**src/rtl/imem_loader_pkg.sv**
```systemverilog
// Shared definitions for the instruction-memory boot loader: FSM encoding,
// frame field widths and default sizing.
package imem_loader_pkg;

   localparam int unsigned BYTE_W      = 8;
   localparam int unsigned LEN_W       = 16;
   localparam int unsigned WORD_W      = 32;
   localparam int unsigned LANE_W      = 2;
   localparam int unsigned CSUM_W      = 8;

   localparam int unsigned DEF_ADDR_W  = 8;
   localparam int unsigned DEF_DEPTH   = 256;
   localparam int unsigned DEF_TIMEOUT = 50000;

   typedef enum logic [2:0] {
      ST_IDLE,
      ST_LEN_LO,
      ST_LEN_HI,
      ST_DATA,
      ST_CSUM,
      ST_DONE,
      ST_ERR
   } state_e;

   // True while a frame is being received (byte stream open, fetch held).
   function automatic logic in_frame(input state_e s);
      return s inside {ST_LEN_LO, ST_LEN_HI, ST_DATA, ST_CSUM};
   endfunction

endpackage

```
**src/rtl/imem_loader_if.sv**
```systemverilog
// Loader bus: byte-stream input, instruction-memory write port and status.
// master = loader side, slave = byte source / memory / CPU side.
interface imem_loader_if
   import imem_loader_pkg::*;
#(
   parameter int unsigned ADDR_W = DEF_ADDR_W
);
   logic                start;
   logic                in_valid;
   logic [BYTE_W-1:0]   in_data;
   logic                in_ready;
   logic                write_en;
   logic [ADDR_W-1:0]   write_addr;
   logic [WORD_W-1:0]   write_data;
   logic                cpu_hold;
   logic                load_done;
   logic                load_err;

   modport master (
      input  start, in_valid, in_data,
      output in_ready, write_en, write_addr, write_data, cpu_hold, load_done, load_err
   );

   modport slave (
      output start, in_valid, in_data,
      input  in_ready, write_en, write_addr, write_data, cpu_hold, load_done, load_err
   );
endinterface

```
**src/rtl/imem_loader_asm.sv**
```systemverilog
// Byte-to-word assembler: packs little-endian bytes into 32-bit words, keeps
// the running XOR of all payload bytes and pulses word_ready after each 4th byte.
module imem_loader_asm
   import imem_loader_pkg::*;
(
   input  logic                clk,
   input  logic                rst_n,
   input  logic                clear,
   input  logic                byte_valid,
   input  logic [BYTE_W-1:0]   byte_data,
   output logic                word_ready,
   output logic [WORD_W-1:0]   word,
   output logic [CSUM_W-1:0]   csum,
   output logic                last_lane_c
);

   logic [LANE_W-1:0] lane_q, lane_d;
   logic [WORD_W-1:0] shift_q, shift_d;
   logic [CSUM_W-1:0] csum_q, csum_d;
   logic              ready_q, ready_d;

   assign last_lane_c = (lane_q == LANE_W'(3));

   // Bytes enter at the top so the first byte of a word ends up in bits [7:0].
   always_comb begin
      lane_d  = lane_q;
      shift_d = shift_q;
      csum_d  = csum_q;
      ready_d = 1'b0;
      if (clear) begin
         lane_d  = '0;
         shift_d = '0;
         csum_d  = '0;
      end else if (byte_valid) begin
         lane_d  = lane_q + LANE_W'(1);
         shift_d = {byte_data, shift_q[WORD_W-1:BYTE_W]};
         csum_d  = csum_q ^ byte_data;
         ready_d = last_lane_c;
      end
   end

   always_ff @(posedge clk or negedge rst_n) begin
      if (!rst_n) begin
         lane_q  <= '0;
         shift_q <= '0;
         csum_q  <= '0;
         ready_q <= 1'b0;
      end else begin
         lane_q  <= lane_d;
         shift_q <= shift_d;
         csum_q  <= csum_d;
         ready_q <= ready_d;
      end
   end

   assign word_ready = ready_q;
   assign word       = shift_q;
   assign csum       = csum_q;

endmodule

```
**src/rtl/imem_loader.sv**
```systemverilog
// Boot/debug loader: receives a length/payload/checksum byte frame and writes
// the payload words to instruction memory, holding the CPU fetch stage meanwhile.
module imem_loader
   import imem_loader_pkg::*;
#(
   parameter int unsigned ADDR_W  = DEF_ADDR_W,
   parameter int unsigned DEPTH   = DEF_DEPTH,
   parameter int unsigned TIMEOUT = DEF_TIMEOUT
)(
   input  logic          clk,
   input  logic          rst_n,
   imem_loader_if.master bus
);

   localparam int unsigned IDX_W = ADDR_W + 1;
   localparam int unsigned TMO_W = $clog2(TIMEOUT + 1);

   state_e             state_q, state_d;
   logic [LEN_W-1:0]   len_q, len_d;
   logic [IDX_W-1:0]   idx_q, idx_d;
   logic [TMO_W-1:0]   tmo_q, tmo_d;
   logic               in_ready_q, in_ready_d;
   logic               cpu_hold_q, cpu_hold_d;
   logic               done_q, done_d;
   logic               err_q, err_d;

   logic               accept_c;
   logic               asm_clear_c;
   logic               asm_valid_c;
   logic [LEN_W-1:0]   len_full_c;
   logic               asm_word_ready;
   logic [WORD_W-1:0]  asm_word;
   logic [CSUM_W-1:0]  asm_csum;
   logic               asm_last_lane_c;

   assign accept_c   = bus.in_valid & in_ready_q;
   assign len_full_c = {bus.in_data, len_q[BYTE_W-1:0]};

   imem_loader_asm u_asm (
      .clk         (clk),
      .rst_n       (rst_n),
      .clear       (asm_clear_c),
      .byte_valid  (asm_valid_c),
      .byte_data   (bus.in_data),
      .word_ready  (asm_word_ready),
      .word        (asm_word),
      .csum        (asm_csum),
      .last_lane_c (asm_last_lane_c)
   );

   always_comb begin
      state_d     = state_q;
      len_d       = len_q;
      idx_d       = idx_q;
      tmo_d       = tmo_q;
      done_d      = done_q;
      err_d       = err_q;
      asm_clear_c = 1'b0;
      asm_valid_c = 1'b0;

      if (asm_word_ready) idx_d = idx_q + IDX_W'(1);

      // Idle-gap counter only runs inside a frame; any accepted byte restarts it.
      if (in_frame(state_q)) begin
         tmo_d = accept_c ? '0 : tmo_q + TMO_W'(1);
      end

      unique case (state_q)
         ST_IDLE, ST_DONE, ST_ERR: begin
            if (bus.start) begin
               state_d     = ST_LEN_LO;
               len_d       = '0;
               idx_d       = '0;
               tmo_d       = '0;
               done_d      = 1'b0;
               err_d       = 1'b0;
               asm_clear_c = 1'b1;
            end
         end
         ST_LEN_LO: begin
            if (accept_c) begin
               len_d   = {len_q[LEN_W-1:BYTE_W], bus.in_data};
               state_d = ST_LEN_HI;
            end
         end
         ST_LEN_HI: begin
            if (accept_c) begin
               len_d = len_full_c;
               if (len_full_c == '0 || len_full_c > LEN_W'(DEPTH)) begin
                  state_d = ST_ERR;
                  err_d   = 1'b1;
               end else begin
                  state_d = ST_DATA;
               end
            end
         end
         ST_DATA: begin
            if (accept_c) begin
               asm_valid_c = 1'b1;
               // idx_q already names the word completed by this byte.
               if (asm_last_lane_c && LEN_W'(idx_q) == len_q - LEN_W'(1)) begin
                  state_d = ST_CSUM;
               end
            end
         end
         ST_CSUM: begin
            if (accept_c) begin
               if (bus.in_data == asm_csum) begin
                  state_d = ST_DONE;
                  done_d  = 1'b1;
               end else begin
                  state_d = ST_ERR;
                  err_d   = 1'b1;
               end
            end
         end
         default: state_d = ST_IDLE;
      endcase

      if (in_frame(state_q) && !accept_c && tmo_q == TMO_W'(TIMEOUT - 1)) begin
         state_d = ST_ERR;
         err_d   = 1'b1;
      end

      in_ready_d = in_frame(state_d);
      cpu_hold_d = in_frame(state_d);
   end

   always_ff @(posedge clk or negedge rst_n) begin
      if (!rst_n) begin
         state_q    <= ST_IDLE;
         len_q      <= '0;
         idx_q      <= '0;
         tmo_q      <= '0;
         in_ready_q <= 1'b0;
         cpu_hold_q <= 1'b0;
         done_q     <= 1'b0;
         err_q      <= 1'b0;
      end else begin
         state_q    <= state_d;
         len_q      <= len_d;
         idx_q      <= idx_d;
         tmo_q      <= tmo_d;
         in_ready_q <= in_ready_d;
         cpu_hold_q <= cpu_hold_d;
         done_q     <= done_d;
         err_q      <= err_d;
      end
   end

   assign bus.in_ready   = in_ready_q;
   assign bus.cpu_hold   = cpu_hold_q;
   assign bus.load_done  = done_q;
   assign bus.load_err   = err_q;
   assign bus.write_en   = asm_word_ready;
   assign bus.write_addr = ADDR_W'(idx_q);
   assign bus.write_data = asm_word;

endmodule

```
**src/flat_wrapper.sv**
```systemverilog
// flat-port wrapper written by rule: the top's interface ports become plain ports
module imem_loader_flat import imem_loader_pkg::*;
#(
   parameter int unsigned ADDR_W  = DEF_ADDR_W,
   parameter int unsigned DEPTH   = DEF_DEPTH,
   parameter int unsigned TIMEOUT = DEF_TIMEOUT
)
  (clk, rst_n, bus_start, bus_in_valid, bus_in_data, bus_in_ready, bus_write_en, bus_write_addr, bus_write_data, bus_cpu_hold, bus_load_done, bus_load_err);
  imem_loader_if #(.ADDR_W(ADDR_W)) bus_i ();
  input  logic clk;
  input  logic rst_n;
  input wire logic [$bits(bus_i.start)-1:0] bus_start;
  input wire logic [$bits(bus_i.in_valid)-1:0] bus_in_valid;
  input wire logic [$bits(bus_i.in_data)-1:0] bus_in_data;
  output wire logic [$bits(bus_i.in_ready)-1:0] bus_in_ready;
  output wire logic [$bits(bus_i.write_en)-1:0] bus_write_en;
  output wire logic [$bits(bus_i.write_addr)-1:0] bus_write_addr;
  output wire logic [$bits(bus_i.write_data)-1:0] bus_write_data;
  output wire logic [$bits(bus_i.cpu_hold)-1:0] bus_cpu_hold;
  output wire logic [$bits(bus_i.load_done)-1:0] bus_load_done;
  output wire logic [$bits(bus_i.load_err)-1:0] bus_load_err;
  assign bus_i.start = bus_start;
  assign bus_i.in_valid = bus_in_valid;
  assign bus_i.in_data = bus_in_data;
  assign bus_in_ready = bus_i.in_ready;
  assign bus_write_en = bus_i.write_en;
  assign bus_write_addr = bus_i.write_addr;
  assign bus_write_data = bus_i.write_data;
  assign bus_cpu_hold = bus_i.cpu_hold;
  assign bus_load_done = bus_i.load_done;
  assign bus_load_err = bus_i.load_err;
  imem_loader #(.ADDR_W(ADDR_W), .DEPTH(DEPTH), .TIMEOUT(TIMEOUT)) u_core (.clk(clk), .rst_n(rst_n), .bus(bus_i));
endmodule
```
**config.mk**
```make
export PLATFORM = sky130hd
export DESIGN_NAME = imem_loader_flat
export DESIGN_NICKNAME = d
export VERILOG_FILES = /design/src/rtl/imem_loader_pkg.sv /design/src/rtl/imem_loader_if.sv /design/src/rtl/imem_loader_asm.sv /design/src/rtl/imem_loader.sv /design/src/flat_wrapper.sv
export SDC_FILE = /design/constraint.sdc
export NUM_CORES = 1
export LEC_CHECK = 0
export BUFFER_PORTS_ARGS = -buffer_cell sky130_fd_sc_hd__buf_2
export CORE_MARGIN = 3
export CORE_UTILIZATION = 29
export DETAILED_ROUTE_END_ITERATION = 16
export GPL_TIMING_DRIVEN = 0
export PLACE_DENSITY = 0.54
export SLEW_MARGIN = 15
export SYNTH_ARGS = -nofsm -noshare
export SYNTH_HDL_FRONTEND = slang
export SYNTH_HIERARCHICAL = 1
export SYNTH_SLANG_ARGS = --single-unit
```
**constraint.sdc**
```tcl
create_clock -name clk -period 4.4 [get_ports clk]
set_input_delay 0.88 -clock clk [delete_from_list [all_inputs] [get_ports clk]]
set_output_delay 0.88 -clock clk [all_outputs]
set_load 0.02 [all_outputs]
```
# Word-level counts from Yosys, hierarchy flattened
# Cells that the tools add are included.
# totals
word_cells	107
inputBits	12
ff_bits	90
output_inout_bits	45
# classes
reduce_logical	19
mux	43
n_addsub	4
n_bitwise	4
n_lt_le_gt_ge	1
n_eq_ne	24
# op_table
operator	count
16-bit two-way mux	6
32-bit two-way mux	2
16-bit one-hot mux with 3 select lines	1
9-bit two-way mux	3
3-bit two-way mux	8
8-bit two-way mux	3
16-bit by 1-bit adder with 16-bit output, second input constant	1
16-bit == test, second input constant	1
9-bit by 16-bit == test with 1-bit output	1
16-bit by 9-bit > comparator with 1-bit output, second input constant	1
16-bit zero test	1
16-bit by 1-bit subtractor with 16-bit output, second input constant	1
3-bit one-hot mux with 5 select lines	1
1-bit two-way mux	14
3-bit by 2-bit == test with 1-bit output, second input constant	4
3-bit == test, second input constant	4
3-bit by 2-bit inequality test with 1-bit output, second input constant	4
4-bit AND reduction	3
4-bit nonzero test	3
9-bit by 1-bit adder with 9-bit output, second input constant	1
8-bit == test	1
2-bit by 1-bit inequality test with 1-bit output, second input constant	4
2-bit nonzero test	4
8-bit bitwise XOR	1
other kinds (16)	22

# Logic depth before layout (Yosys ltp)
# Gate-level depths: netlist of run 1.
# logic_depth
depth_word	9
mapped_depth	9
depth_no_buf	8

# Cells and area by module
# The synthesis of run 1 kept the hierarchy.
# by_module_without_submodules
module	area_each_um2	n_inst	seq_area_each_um2	cells_each
imem_loader	2991.6	1	1176.1	364
imem_loader_asm	1851.8	1	1076.0	149

# Worst setup path after synthesis of run 1
# OpenSTA, ideal clock, no wires.
# synth_path
path_type	reg-to-reg
start	reg u_core.len_q[0]
end	reg u_core.state_q[2]
t_arrival_ns	2.322
setup_ns	0.074
path_buffers	1
slack_ns	2.004
path_stages_with_launch	8
required_time_ns	4.326
synth_period_minus_slack_ns	2.396
path_cell_list	dfrtp_1 -> or4_1 -> buf_2 -> or3b_1 -> a2111oi_2 -> o2111ai_1 -> or3_1 -> o21ai_2
# synth_via
elab_chain_cells	7
word_cells_on_any_way	12
cone_classes	add/sub: 1; order compare: 1; eq/ne: 1; mux: 6; reduce/logical: 3
# synth_lines
element	line_no	source
start, declared	imem_loader.sv:19	logic [LEN_W-1:0] len_q, len_d;
start signal, assigned	imem_loader.sv:141	len_q <= len_d;
16-bit by 1-bit subtractor with 16-bit output	imem_loader.sv:101	if (asm_last_lane_c && LEN_W'(idx_q) == len_q - LEN_W'(1)) begin
9-bit by 16-bit == test with 1-bit output	imem_loader.sv:101	
1-bit logical AND	imem_loader.sv:101	
3-bit two-way mux	imem_loader.sv:101	
3-bit two-way mux	imem_loader.sv:98	if (accept_c) begin
3-bit one-hot mux with 5 select lines (*)	imem_loader.sv:68	unique case (state_q)
3-bit two-way mux (*)	imem_loader.sv:120	if (in_frame(state_q) && !accept_c && tmo_q == TMO_W'(TIMEOUT - 1)) begin
via u_core.state_d[2]	imem_loader.sv:18	state_e state_q, state_d;
end signal, assigned	imem_loader.sv:140	state_q <= state_d;
end, declared	imem_loader.sv:18	
# The timed path passes the listed nets; every way through them passes the cells marked *.
# A chain may end at the register's enable or synchronous reset.

# Worst setup path after layout of run 1
# layout_path
start	reg u_core.state_q[2]
end	reg u_core.u_asm.shift_q[0] (netlist: u_core/u_asm/word[0])
# layout_via
elab_chain_cells	4
word_cells_on_any_way	9
cone_classes	eq/ne: 3; mux: 3; reduce/logical: 3
# layout_lines
element	line_no	source
3-bit == test / 3-bit zero test (equally long branches)	imem_loader.sv:68	
3-bit OR reduction (*)	imem_loader.sv:68	
1-bit two-way mux (*)	imem_loader.sv:68	
via u_core.asm_clear_c	imem_loader.sv:28	logic asm_clear_c;
32-bit two-way mux / 2-bit nonzero test (equally long branches)	--	
end signal, assigned	imem_loader_asm.sv:50	shift_q <= shift_d;
end, declared	imem_loader_asm.sv:18	logic [WORD_W-1:0] shift_q, shift_d;
# Marks and branches as above.

==> flow_metrics.tcl, run 1 <==
set metrics [dict create \
    outcome "completed" \
    power_switching_mw 1.51 \
    drive_gt1_frac 0.181 \
    syn_area_sq_um 4840 \
    cts_max_path_buffers 2 \
    swShare 0.429 \
    worst_pin_slew_ns 0.746 \
    clock-root-buffer "clkbuf_16" \
    place_congestion 0.798 \
    final_antenna_net_count 0 \
    die_w_um 135 \
    antenna_cells 0 \
    arrival_ns 3.17 \
    cts_tree "built" \
    nets 597 \
    die_area_sq_um 18300 \
    fin_skew_ns 0.00752 \
    hold_path.class "input port to asynchronous set/reset pin" \
    wl_per_cell_um 14.8 \
    cp_cell_sequence "or3_1 > a21oi_1 > clkbuf_1 > buf_2 > clkbuf_1 > nor2_1" \
    synth.area.top_cells "dfrtp_1, mux2i_1, nor2_1" \
    syn_inst 513 \
    wl_met1_um 5560 \
    critical_path_class "flip-flop to flip-flop" \
    grt_max_degree 62 \
    min_period_ns 2.96 \
    cp_num_buf_inv 3 \
    vdd_drop_max_mv 0.238 \
    final_common_cell "dfrtp_1" \
    ys.flop_type "dfrtp_1" \
    grt_pass1_vias 4009 \
    grt.overflow.total 0 \
    grt_use_total 0.140 \
    synth_seq_cells 90 \
    report.final.hold_viol_count 0 \
    p_comb_frac 0.444 \
    cts_resized 0 \
    synth_cell_types 56 \
    firstDrtPassIters 4 \
    routed.top_layer "met4" \
    reg2reg_depth 6 \
    port_buffers 56 \
    clkPwrFrac 0.221 \
    antenna_found_initial 0 \
    p_seq_frac 0.335 \
    h-tree-depth 3 \
    synth_top_area_share 0.465 \
    core_sq_um 16100 \
    first_iter_violations 181 \
    timing.fmax_mhz 338 \
    cpMostUsedCell "clkbuf_1" \
    drcViolationCount 0 \
    num_vias 3831 \
    synth_area_per_cell_sq_um 9.44 \
    maxCapViolCount 0 \
    place_ws_ns 1.18 \
    ctsHoldBuffers 0 \
    critical_path.endpoint_type "flip-flop" \
    yosysSeqAreaShare 0.465 \
    insertion_delay_ns 0.34 \
    slew_viol_final 0 \
    intPower_mw 2.01 \
    cp_top_family "buffers and inverters" \
    drt-total-wl_um 11900 \
    cp_slowest_stage_delay_ns 0.61 \
    wl_met2_um 5810 \
    yosys.area.top_type "dfrtp_1" \
    layout_common_cells "dfrtp_1, nor2_1, buf_2" \
    worstPathMaxFanout 10 \
    ios 57 \
    grt_pass1_wl_um 20700 \
    min_period_over_period 0.673 \
    cp.required_ns 4.61 \
    post_drt_via_cell_ratio 4.78 \
    dp.final_hpwl_um 8420 \
    pwr_density_cell_nw_per_um2 614 \
    synth_edf_count 0 \
    syn_nets 529 \
    clk_pin_slew_ns 0.07 \
    cts_buffers 9 \
    leakage_nw 2.61 \
    core.rowCount 46 \
    cp_num_cells 6 \
    die_h_um 135 \
    fin_setup_tns_ns 0 \
    clkSinkCount 90 \
    start_util 0.301 \
    syn_to_final_growth_pct 18.3 \
    cp_slowest_cell "a21oi_1" \
    post-cts-setup-buffers 0 \
    timing.final.ws_setup_ns 1.44 \
    async_flop_share 1.00 \
    rsz0062_at_grt "false" \
    synth_warnings 6 \
    setup_viol 0 \
    met3_length_um 440 \
    fillers 1709 \
    worstSetupStartpointType "flip-flop" \
    relSlewSlack 0.499 \
]
layout make-up:
cell class,count,area (sq um),area share
Timing Repair Buffer,57,310,0.0542
Sequential cell,90,2250,0.393
Clock buffer,9,225,0.0393
Clock inverter,7,78.8,0.0138
Buffer,41,236,0.0413
Multi-Input combinational cell,377,2340,0.408
Inverter,5,18.8,0.00328
Tap cell,216,270,0.0472
worst paths after layout:
check / slack [ns] / to / from
max: 1.44 / u_core/u_asm/word[0]$_DFFE_PN0P_ / u_core/state_q[2]$_DFF_PN0_
min: 0.48 / u_core/state_q[0]$_DFF_PN0_ / rst_n
max reg2reg: 1.44 / u_core/u_asm/word[0]$_DFFE_PN0P_ / u_core/state_q[2]$_DFF_PN0_
min reg2reg: 0.51 / u_core/u_asm/word[7]$_DFFE_PN0P_ / u_core/u_asm/word[7]$_DFFE_PN0P_
max in group asynchronous: 3.27 / u_core/len_q[6]$_DFFE_PN0P_ / rst_n
min in group clk: 0.51 / u_core/u_asm/word[7]$_DFFE_PN0P_ / u_core/u_asm/word[7]$_DFFE_PN0P_
power by group through the flow:
| stage | clock, mW | combinational [mW] | sequential, mW |
|---|---|---|---|
| after CTS | 0.815 | 1.58 | 1.18 |
| after detailed placement | 0 | 1.56 | 1.19 |
| after floorplan | 0 | 1.10 | 1.23 |
| after global placement | 0 | 1.53 | 1.18 |
| final | 0.779 | 1.56 | 1.18 |
| after global routing | 0.857 | 1.74 | 1.21 |
metal layers:
layer / vias to the layer above / track usage
met4: 0 / 0.0381
met2: 68 / 0.233
met5: - / 0
li1: 1913 / -
met3: 4 / 0.0334
met1: 1846 / 0.185
through the flow:
stage	area (sq um)	total power [mW]	hold slack [ns]	std cells	util
after floorplan	4840	2.33	0.470	513	-
final	5730	3.52	0.477	802	0.355
after global routing	5730	3.81	0.493	802	0.355
after CTS	5730	3.57	0.478	802	0.355
after detailed placement	5420	2.76	0.503	786	0.337
after global placement	5390	2.71	0.497	785	0.335
logic make-up after synthesis:
family | synth area share
AOI/OAI and AO/OA | 0.123
xor gates and xnor gates | 0.0561
adders and majority gates | 0.0103
buffers and inverters | 0.0527
DFF | 0.465
muxes | 0.0703
and+or+nand+nor | 0.223
flip-flops by register name (all words and copies together), names as in the netlist:
signal,flops
u_core/u_asm/word,32
u_core/len_q,16
u_core/tmo_q,16
u_core/bus.load_err,1
u_core/bus.cpu_hold,1
u_core/bus.load_done,1
u_core/u_asm/lane_q,2
u_core/idx_q,9
u_core/state_q,3
u_core/u_asm/csum,8
u_core/u_asm/word_ready,1
synth_stat cells, types with 2 or more instances:
master,count
inv_1,5
xor2_1,19
nand4_1,11
o21ai_1,16
o21ai_0,13
and4_1,2
nand3_1,11
nor4_1,5
a311oi_1,3
nor2b_1,3
dfrtp_1,90
nor2_1,77
a21oi_1,23
or3_1,8
mux2i_1,34
nor4b_1,2
buf_4,10
clkbuf_1,19
a21oi_2,6
a21o_1,2
and2_1,3
a21bo_1,7
or4_1,3
or3b_1,3
buf_6,5
buf_2,6
o21a_1,3
and3_1,3
nor3_1,14
ha_1,4
xnor2_1,12
nand2_1,52
o22ai_1,2
nand3b_1,11
nand2b_1,5
worst reg2reg max path, cell delays in order, from the launching register on:
cell,delay [ns]
dfrtp_1,0.42
or3_1,0.46
a21oi_1,0.61
clkbuf_1,0.48
buf_2,0.27
clkbuf_1,0.48
nor2_1,0.12
No activity file was read; power rests on OpenSTA's default activity.
==> inputs of run 2 (changes only) <==
==> constraint.sdc (replaced) <==
create_clock -name clk -period 2.91 [get_ports clk]
set_input_delay 0.582 -clock clk [delete_from_list [all_inputs] [get_ports clk]]
set_output_delay 0.582 -clock clk [all_outputs]
set_load 0.02 [all_outputs]
==> flow_metrics.tcl, run 2 (synthesized netlist as in run 1, its figures left out) <==
set metrics [dict create \
    outcome "completed" \
    largest_register_ffs 32 \
    die_h_um 135 \
    dpl_cell_area_sq_um 5420 \
    insertion_delay_ns 0.34 \
    die_w_um 135 \
    syn_to_final_growth_pct 18.4 \
    gr-usage-met3 0.0334 \
    grt_pass1_wl_um 20800 \
    cp.required_ns 3.10 \
    grtUsageMet1 0.185 \
    drive_gt1_frac 0.184 \
    grt_use_total 0.141 \
    worstSetupStartpointType "flip-flop" \
    post-cts-setup-buffers 0 \
    grt_use_met2 0.234 \
    cp_top_family "compound AO/OA/AOI/OAI gates" \
    port_buffers 56 \
    cp_slowest_stage_delay_ns 0.53 \
    pwr_density_cell_nw_per_um2 930 \
    start_util 0.301 \
    core_sq_um 16100 \
    ios 57 \
    cp_slowest_cell "or4_1" \
    drt-total-wl_um 11900 \
    leakage_nw 2.61 \
    final_common_cell "dfrtp_1" \
    clock-root-buffer "clkbuf_16" \
    final_area_sq_um 5730 \
    reg2reg_depth 8 \
    min_period_ns 2.63 \
    cts_max_path_buffers 2 \
    ctsHoldBuffers 0 \
    worst_pin_slew_ns 0.748 \
    dp.final_hpwl_um 8420 \
    critical_path_class "flip-flop to flip-flop" \
    slew_viol_final 0 \
    rsz0062_at_grt "false" \
    grt_pass1_vias 4022 \
    hold_path.class "input port to asynchronous set/reset pin" \
    wl_per_cell_um 14.9 \
    cts_buffers 9 \
    cp_num_buf_inv 2 \
    relSlewSlack 0.498 \
    cp_cell_sequence "buf_2 > or4_1 > clkbuf_1 > o32a_1 > o22ai_1 > o2111ai_1 > o31ai_1 > a21oi_1" \
    num_vias 3879 \
    r2r_end "u_core/state_q[0]$_DFF_PN0_" \
    grt-busiest-layer "met2" \
    firstDrtPassIters 4 \
    first_iter_violations 199 \
    maxCapViolCount 0 \
    die_area_sq_um 18300 \
    fin_setup_tns_ns 0 \
    cts_tree "built" \
    drcViolationCount 0 \
    place_congestion 0.798 \
    ff2ff_setup_slack_ns 0.28 \
    grt.overflow.total 0 \
    final_antenna_net_count 0 \
    worstPathMaxFanout 9 \
    timing.fmax_mhz 380 \
    vdd_drop_max_mv 0.360 \
    antenna_cells 0 \
    report.final.hold_viol_count 0 \
    core.rowCount 46 \
    layout_common_cells "dfrtp_1, nor2_1, buf_2" \
    post_drt_via_cell_ratio 4.84 \
    grt_max_degree 62 \
    clkSinkCount 90 \
    antenna_found_initial 0 \
    h-tree-depth 3 \
    clk_pin_slew_ns 0.07 \
    nets 597 \
    r2r_start "u_core/len_q[4]$_DFFE_PN0P_" \
    arrival_ns 2.82 \
    fin_skew_ns 0.00830 \
    min_period_over_period 0.904 \
    setup_viol 0 \
    critical_path.endpoint_type "flip-flop" \
]
-- run 2: cell counts in the layout (fill, tap and decap cells not counted) --
Identical to the previous run, type by type.
-- run 2: worst max path at each step --
stage                                 from                               end  slack, ns  cells past startpoint
3_5_place_dp   u_core/state_q[2]$_DFF_PN0_  u_core/u_asm/word[4]$_DFFE_PN0P_      -0.13                      6
3_3_place_gp   u_core/state_q[2]$_DFF_PN0_  u_core/u_asm/word[0]$_DFFE_PN0P_      -0.12                      6
4_1_cts        u_core/state_q[2]$_DFF_PN0_  u_core/u_asm/word[0]$_DFFE_PN0P_       0.09                      6
2_1_floorplan  u_core/len_q[0]$_DFFE_PN0P_       u_core/state_q[2]$_DFF_PN0_       0.51                      7
6_report       u_core/len_q[4]$_DFFE_PN0P_       u_core/state_q[0]$_DFF_PN0_       0.28                      8
5_1_grt        u_core/len_q[4]$_DFFE_PN0P_       u_core/state_q[0]$_DFF_PN0_       0.12                      8
-- run 2: through the flow --
step / power, mW / setup WS, ns / hold slack, ns / cells / utilization
floorplan: 3.52 / 0.514 / 0.286 / 513 / -
global placement: 4.10 / -0.125 / 0.497 / 785 / 0.335
detailed placement: 4.17 / -0.129 / 0.503 / 786 / 0.337
CTS: 5.40 / 0.0915 / 0.180 / 802 / 0.356
global route: 5.77 / 0.123 / 0.195 / 802 / 0.356
finish: 5.33 / 0.278 / 0.180 / 802 / 0.356
-- run 2: routing by layer --
metal | wire [um] | vias to the layer above
met2 | 5810 | 87
met1 | 5550 | 1872
li1 | - | 1916
met5 | 0 | -
met4 | 87 | 0
met3 | 471 | 4
-- run 2: power breakdown --
group | switching (mW) | internal [mW] | total [mW]
registers | 0.258 | 1.52 | 1.78
logic | 1.47 | 0.902 | 2.37
clock network | 0.565 | 0.614 | 1.18
total | 2.29 | 3.04 | 5.33
-- run 2: final cells by class --
cell class | instances | area [sq um]
Buffer | 41 | 238
Clock buffer | 9 | 225
Clock inverter | 7 | 78.8
Fill cell | 1712 | 10400
Inverter | 5 | 18.8
Multi-Input combinational cell | 377 | 2340
Sequential cell | 90 | 2250
Tap cell | 216 | 270
Timing Repair Buffer | 57 | 310
-- run 2: what timing repair did --
action	in CTS	in global routing
pin swaps	0	0
resized for setup	1	2
endpoints found under the setup margin	20	10
